**src/rtl/dct4.sv**
```systemverilog
`default_nettype none
// ============================================================================
// Module   : dct4
// Purpose  : Forward 4-point HEVC integer DCT. Collects four samples over a
//            valid/ready input, runs an even/odd butterfly then the 64/83/36
//            constant multiplies, and presents four coefficients in parallel
//            behind a valid/ready output. Optional rounding shift by SHIFT.
// Revision : 1.0 - initial release
// ============================================================================
module dct4 #(
  parameter int WIDTH_X = 16,
  parameter int WIDTH_Y = 24,
  parameter int SHIFT   = 0
) (
  input  logic                      clk,
  input  logic                      rst,
  input  logic                      in_valid,
  output logic                      in_ready,
  input  logic signed [WIDTH_X-1:0] x,
  output logic                      out_valid,
  input  logic                      out_ready,
  output logic signed [WIDTH_Y-1:0] y0,
  output logic signed [WIDTH_Y-1:0] y1,
  output logic signed [WIDTH_Y-1:0] y2,
  output logic signed [WIDTH_Y-1:0] y3
);

  localparam logic [1:0] c_COLLECT = 2'd0;
  localparam logic [1:0] c_BFLY    = 2'd1;
  localparam logic [1:0] c_MULT    = 2'd2;
  localparam logic [1:0] c_OUT     = 2'd3;

  // Butterfly width, exact product width, and rounding-sum width.
  localparam int c_WE  = WIDTH_X + 1;
  localparam int c_WP  = WIDTH_X + 8;
  localparam int c_WR  = WIDTH_X + 9;
  localparam int c_RSH = (SHIFT > 0) ? SHIFT - 1 : 0;
  localparam logic signed [c_WR-1:0] c_RND = c_WR'((SHIFT > 0) ? (1 << c_RSH) : 0);

  logic [1:0] state_q, state_d;
  logic [1:0] count_q;
  logic signed [WIDTH_X-1:0] slot_q [4];
  logic signed [c_WE-1:0] e0_q, e1_q, o0_q, o1_q;

  logic w_accept;
  logic signed [c_WP-1:0] w_e0, w_e1, w_o0, w_o1;
  logic signed [c_WP-1:0] w_y0, w_y1, w_y2, w_y3;

  // Round (when SHIFT>0), arithmetic shift, then fit to the output width.
  function automatic logic signed [WIDTH_Y-1:0] f_finish(input logic signed [c_WP-1:0] v);
    logic signed [c_WR-1:0] t;
    t = c_WR'(v) + c_RND;
    t = t >>> SHIFT;
    return WIDTH_Y'(t);
  endfunction

  assign w_accept = in_valid && in_ready;

  // State register.
  always_ff @(posedge clk or posedge rst) begin
    if (rst) state_q <= c_COLLECT;
    else     state_q <= state_d;
  end

  // Next-state logic: fixed one-cycle BFLY and MULT, handshake-gated ends.
  always_comb begin
    state_d = state_q;
    case (state_q)
      c_COLLECT: if (w_accept && count_q == 2'd3) state_d = c_BFLY;
      c_BFLY:    state_d = c_MULT;
      c_MULT:    state_d = c_OUT;
      c_OUT:     if (out_valid && out_ready) state_d = c_COLLECT;
      default:   state_d = c_COLLECT;
    endcase
  end

  // Output logic: input side is open only while collecting.
  always_comb begin
    in_ready = (state_q == c_COLLECT);
  end

  // Exact constant multiplies as shift-add on sign-extended butterfly terms.
  always_comb begin
    w_e0 = c_WP'(e0_q);
    w_e1 = c_WP'(e1_q);
    w_o0 = c_WP'(o0_q);
    w_o1 = c_WP'(o1_q);
    w_y0 = (w_e0 + w_e1) <<< 6;
    w_y2 = (w_e0 - w_e1) <<< 6;
    w_y1 = (w_o0 <<< 6) + (w_o0 <<< 4) + (w_o0 <<< 1) + w_o0
         + (w_o1 <<< 5) + (w_o1 <<< 2);
    w_y3 = (w_o0 <<< 5) + (w_o0 <<< 2)
         - ((w_o1 <<< 6) + (w_o1 <<< 4) + (w_o1 <<< 1) + w_o1);
  end

  // Datapath: sample capture, butterfly, coefficient register and out_valid.
  always_ff @(posedge clk or posedge rst) begin
    if (rst) begin
      count_q   <= 2'd0;
      for (int i = 0; i < 4; i++) slot_q[i] <= '0;
      e0_q      <= '0;
      e1_q      <= '0;
      o0_q      <= '0;
      o1_q      <= '0;
      y0        <= '0;
      y1        <= '0;
      y2        <= '0;
      y3        <= '0;
      out_valid <= 1'b0;
    end else begin
      if (w_accept) begin
        slot_q[count_q] <= x;
        count_q         <= count_q + 2'd1;
      end
      if (state_q == c_BFLY) begin
        e0_q <= c_WE'(slot_q[0]) + c_WE'(slot_q[3]);
        e1_q <= c_WE'(slot_q[1]) + c_WE'(slot_q[2]);
        o0_q <= c_WE'(slot_q[0]) - c_WE'(slot_q[3]);
        o1_q <= c_WE'(slot_q[1]) - c_WE'(slot_q[2]);
      end
      if (state_q == c_MULT) begin
        y0        <= f_finish(w_y0);
        y1        <= f_finish(w_y1);
        y2        <= f_finish(w_y2);
        y3        <= f_finish(w_y3);
        out_valid <= 1'b1;
      end else if (state_q == c_OUT && out_ready) begin
        out_valid <= 1'b0;
      end
    end
  end

endmodule
`default_nettype wire

```
**config.mk**
```make
export PLATFORM = sky130hd
export DESIGN_NAME = dct4
export DESIGN_NICKNAME = d
export VERILOG_FILES = /design/src/rtl/dct4.sv
export SDC_FILE = /design/constraint.sdc
export NUM_CORES = 1
export LEC_CHECK = 0
export CORE_MARGIN = 4
export CORE_UTILIZATION = 65
export DETAILED_ROUTE_END_ITERATION = 7
export PLACE_DENSITY_LB_ADDON = 0.15
export SETUP_SLACK_MARGIN = 0.15
export SLEW_MARGIN = 5
export SYNTH_ARGS = -nofsm -noshare
export SYNTH_HDL_FRONTEND = slang
export SYNTH_SLANG_ARGS = --single-unit
```
**constraint.sdc**
```tcl
create_clock -name clk -period 13.59 [get_ports clk]
set_input_delay 3.3975 -clock clk [delete_from_list [all_inputs] [get_ports clk]]
set_output_delay 3.3975 -clock clk [all_outputs]
set_load 0.02 [all_outputs]
```
==> impl_results.md, run 1 <==
* Number of H-tree levels at 1
* Drt wl/cell at 18.09 um
* FFs w/ async S/R, synth at 1.000
* Ports at 118
* Number of synthesized flops with an enable pin at 0
* Vias in the first global route at about 14,000
* Max-cap violations at 0
* Largest net degree at the start of global routing at 139
* Post-Syn Instances at 1,861
* CTS buffer count at 27
* Setup Skew at 0.01547 ns
* N_diodes at 0
* Later-pin clock latency in the skew report at 0.55 ns
* Most numerous cell in the Yosys netlist: inv_1
* DR pass1 iterations at 7
* DRC Markers at 0
* Starting density of the core at 0.6583
* Fin. Hold Viols at 0
* Hpwl dp at around 33,000 um
* CTS tree: built
* Yosys top cell by area: dfrtp_1
* Die Area at 30,880 um2
* Fin area at ~20,000 um2
* Vias/cell at 5.829
* Antenna Nets Post-Route at 0
* Port-buffer cells at ~110
* Tcrit/Tclk final at 0.4077
* TritonCTS Sinks at 218
* Required time of the critical path at a little over 10 ns
* CP startpoint kind: flip-flop
* Row cnt at 61
* Crit path time final at 5.541 ns
* Primary FF master, synth: dfrtp_1
* Setup TNS at 0 ns
* Worst-path maximum fanout at 8
* Aggregate global routing overflow at 0
* Area grow syn2layout at 12.23%
* Status: complete, no violations
* Yosys warning count at 0
* Synth top cells by count: 243 x inv_1, 218 x dfrtp_1, 177 x ha_1
* Hold Crit Depth at 1
* CTS resizes at 0
* Yosys reg bits at 218
* Worst min path class: reg -> reg
* Crit path kind: reg -> out
* Initial antenna violation count at 0
* Clock root buffer: clkbuf_16
* Synth top area share at 0.2983
* Placed Area at 19,560 um2
* GPL Wtd Cong at 0.9099
* GRT Total Usage at 0.2741
* Crit end category: output pin
* Die H at around 180 um
* Initial DRC Count at 832
* Slew margin rel. at 0.3327
* Synth cell types at 80
* Die Width at between 150 and 200 um
* Worst-margin pin slew at 0.9925 ns
* Setup ws final at 8.049 ns
* Core area at around 28,000 um2
* Pre-CTS setup slack at 7.878 ns
* Avg Cell Area, Syn at 9.827 um2
* Synthesized area at between 15,000 and 20,000 um2
* Nets at 2,262
* Seq/Total Area, Yosys at 0.2983
* Placed Cells incl. Taps at 2,283
* Bufs on Longest Clock Path at 3
* Max Slew Vio Count at 0
* Via count at between 10,000 and 15,000
* Total wire length at 42,200 um
* RSZ-0062 raised after global routing: false
* Reg clk slew, reported paths at 0.06 ns
* Most area-consuming cells after synthesis: dfrtp_1 30%, fa_1 14%, ha_1 12%
* Post-CTS Setup Inserts at 0
* Fmax at 180.5 MHz
* WP data arrival at 2.14 ns
* Post-CTS Hold Buffers at 0
* Layout cells sized above 1 at 0.09207
* Final non-filler cell total at 2,333
* Final setup fails at 0
* First-pass GRT wire length at 69,030 um
* Path depth of the worst reg2reg path at 14
[worst paths after layout]
check,to,slack (ns),from
max,in_ready,8.05,state_q[0]
min,y3[5],0.49,y3[5]
max reg2reg,y3[23],8.67,e1_q[0]
min reg2reg,y3[5],0.49,y3[5]
max in group asynchronous,e1_q[5],8.55,rst
min in group asynchronous,e1_q[1],3.47,rst
[cell usage in the layout, fill, tap and decap left out, types with 12 or more instances in the layout]
master and n:
a211oi_1 15, a21o_1 29, a21oi_1 140, a31oi_1 17, clkbuf_16 27, clkdlybuf4s50_1 105
conb_1 12, dfrtp_1 218, fa_1 131, ha_1 175, inv_1 242, mux2_2 103
mux2i_1 16, nand2_1 72, nand2b_1 25, nand3_1 29, nor2_1 139, nor2b_1 16
nor3_1 30, o21a_1 19, o21ai_0 73, o21bai_1 16, or3_1 21, xnor2_1 75
xor2_1 21
[logic make-up (layout without fill, tap and decap cells)]
kind of cell,count (synthesis),count (layout),synth area share
DFF,218,218,0.2983
AOI/OAI and AO/OA,403,403,0.1448
and+or+nand+nor,396,396,0.1043
other,1,12,0.0002051
buffers and inverters,320,403,0.06972
muxes,119,119,0.07218
xor gates and xnor gates,96,96,0.04598
adders and majority gates,308,308,0.2645
[critical path, stage by stage, from the launching register on]
cell,delay [ns]
dfrtp_1,0.44
inv_1,0.15
ha_1,0.33
clkdlybuf4s50_1,0.69
[area by class of cell]
cell class / instances / area, um2
Clock inverter: 12 / 191.4
Multi-Input combinational cell: 1334 / 11620
Timing Repair Buffer: 109 / 1081
Clock buffer: 38 / 777.0
Tap cell: 378 / 473.0
Inverter: 244 / 923.4
Fill cell: 2088 / 7257
Sequential cell: 218 / 5455
[sequential cells by signal, indices dropped and copies added (netlist names)]
| name | count |
|---|---|
| e1_q | 17 |
| e0_q | 17 |
| y2 | 18 |
| o0_q | 16 |
| out_valid | 1 |
| y3 | 24 |
| state_q | 2 |
| y0 | 17 |
| slot_q | 64 |
| o1_q | 16 |
| count_q | 2 |
| y1 | 24 |
[stage by stage]
stage          hold WS (ns)    util
3_5_place_dp         0.4764  0.7039
4_1_cts              0.4906  0.7388
5_1_grt              0.5104  0.7388
3_3_place_gp         0.4699  0.7039
2_1_floorplan        0.4862       -
6_report             0.4865  0.7388
[layer usage]
layer  track usage  vias to the layer above  part of all wire
li1              -                     6454                 -
met1        0.3751                     6687              0.44
met2        0.4671                      388              0.48
met3       0.03315                       69             0.047
met4       0.07505                        0             0.027
met5             0                        -                 0
Power of run 1 is not shown: default switching activity piles up to over one toggle a cycle in this logic, so the estimate is an artifact.
==> run 2: changes to the inputs <==
--- a/config.mk
+++ b/config.mk
@@ -6,7 +6,7 @@
 export NUM_CORES = 1
 export LEC_CHECK = 0
 export CORE_MARGIN = 4
-export CORE_UTILIZATION = 65
+export CORE_UTILIZATION = 61
 export DETAILED_ROUTE_END_ITERATION = 7
 export PLACE_DENSITY_LB_ADDON = 0.15
 export SETUP_SLACK_MARGIN = 0.15
==> constraint.sdc (replaced) <==
create_clock -name clk -period 5.6 [get_ports clk]
set_input_delay 1.4 -clock clk [delete_from_list [all_inputs] [get_ports clk]]
set_output_delay 1.4 -clock clk [all_outputs]
set_load 0.02 [all_outputs]
==> run 2 against run 1 <==
Register-to-register slack got worse by 7.8 ns. Critical path depth increased by 10. Sequential share of layout area decreased by 0.10 points. First-iteration DRC count decreased by 2.6%. Highest routed layer unchanged. Via count decreased by 1.2%.
==> impl_results.md, run 2 (same netlist as run 1, synthesis figures left out) <==
* Reg clk slew, reported paths at 0.07 ns
* Crit path time final at 4.757 ns
* N_diodes at 0
* Total wire length at 43,220 um
* Core area at 29,640 um2
* Top reg by flops: slot_q
* Crit end category: flip-flop
* First-pass GRT wire length at 70,120 um
* Fin. Hold Viols at 0
* Antenna Nets Post-Route at 0
* Aggregate global routing overflow at 0
* Setup TNS at 0 ns
* Register area at 5455 um2
* Number of H-tree levels at 1
* WL met3 at 2226 um
* Port-buffer cells at 105
* RSZ-0062 raised after global routing: false
* Max Slew Vio Count at 0
* Starting density of the core at 0.6170
* Path depth of the worst reg2reg path at 13
* CP startpoint kind: flip-flop
* Die Area at 32,810 um2
* Layout cells sized above 1 at 0.09393
* DRC Markers at 0
* Nets at 2,267
* Hold path start: y3[11]
* Worst-margin pin slew at 1.175 ns
* Met1 wire length at 19,580 um
* Largest net degree at the start of global routing at 92
* Area grow syn2layout at 12.66%
* Largest registers: slot_q x64, y1 x24, y3 x24
* Via count at 13,430
* Setup Skew at 0.01238 ns
* Post-CTS Hold Buffers at 0
* CTS buffer count at 27
* Tcrit/Tclk final at 0.8495
* Clock root buffer: clkbuf_16
* Post-Route Utilization at 0.6952
* Ports at 118
* Worst min path class: reg -> reg
* Hold Worst Slack at 0.4969 ns
* Hpwl dp at 33,780 um
* Drt wl/cell at 18.40 um
* Area of the multi-input gates at 11,620 um2
* Status: complete, no violations
* Final setup fails at 0
* Die H at roughly 180 um
* Initial DRC Count at 810
* Crit path kind: reg -> reg
* Bufs on Longest Clock Path at 3
* Met2 WL at 20,590 um
* Min-Delay Endpoint: y3[11]
* Worst R2R End: y3[23]
* Later-pin clock latency in the skew report at between 0.5 and 0.6 ns
* Filler instances at 2,340
* Uppermost layer routed: met4
* Max-cap violations at 0
* GRT Total Usage at 0.2612
* Die Width at between 150 and 200 um
* Commonest non-fill, non-tap cells in the layout: 242 x inv_1, 218 x dfrtp_1, 175 x ha_1
* Post-CTS Setup Inserts at 0
* CTS resizes at 0
* Initial antenna violation count at 0
* Hold Crit Depth at 1
* Vias/cell at 5.717
* Required time of the critical path at 6.02 ns
* Commonest non-fill, non-tap cell in the layout: inv_1
* GPL Wtd Cong at 0.9209
* CTS tree: built
* Vias in the first global route at 13,460
* DR pass1 iterations at 5
* Fmax at ~210 MHz
* Slew margin rel. at 0.2148
* WP data arrival at 5.18 ns
* Worst-path maximum fanout at 10
* Row cnt at 63
* R2R Path Start: e1_q[0]
* Max FFs per register at 64
* Reg2reg setup slack at 0.84 ns
* TritonCTS Sinks at 218
==> run 2: changes by cell type in the layout (fill, tap and decap cells not counted) <==
cell        delta
buf_12         +2
clkinv_2       -1
inv_8          -1
buf_4          +3
clkbuf_8       -2
bufinv_16      +1
clkinvlp_4     +2
==> run 2: cell type report <==
class                      count  area share
timing repair buffer         114     0.05551
tap                          390     0.02368
multi-input combinational   1334      0.5642
clock inverter                13     0.01087
inverter                     244     0.04463
sequential                   218      0.2648
clock buffer                  36     0.03638
==> run 2: worst max path at each step <==
stage | from | endpoint | slack, ns
6_report | e1_q[0] | y3[23] | 0.84
5_1_grt | e1_q[0] | y3[23] | 0.58
4_1_cts | e1_q[0] | y3[23] | 0.83
3_5_place_dp | e1_q[0] | y3[23] | 0.82
3_3_place_gp | o0_q[2] | y1[20] | 0.96
2_1_floorplan | o0_q[2] | y1[20] | 1.27
==> run 2: per-layer routing <==
metal / global-route usage / up-vias
li1: - / 6454
met1: 0.3732 / 6574
met2: 0.4413 / 339
met3: 0.02537 / 62
met4: 0.05104 / 0
met5: 0 / -
==> run 2: through the flow <==
step / cells / instance area [um2] / worst slack [ns]
after floorplan: 1872 / 18330 / 1.266
after global placement: 2300 / 19630 / 0.9560
after detailed placement: 2300 / 19630 / 0.8183
after CTS: 2349 / 20600 / 0.8250
after global routing: 2349 / 20600 / 0.5821
final: 2349 / 20600 / 0.8430
==> run 2: critical path: stages (launching register included) <==
cell	delay, ns
dfrtp_1	0.60
inv_1	0.20
fa_1	0.57
inv_1	0.05
fa_1	0.46
fa_1	0.49
inv_1	0.04
ha_1	0.33
o21ai_0	0.15
nor4b_1	0.62
o21ai_0	0.23
o21ai_1	0.36
o31ai_4	0.14
o311ai_0	0.38
Power of run 2 is left out for the same reason.
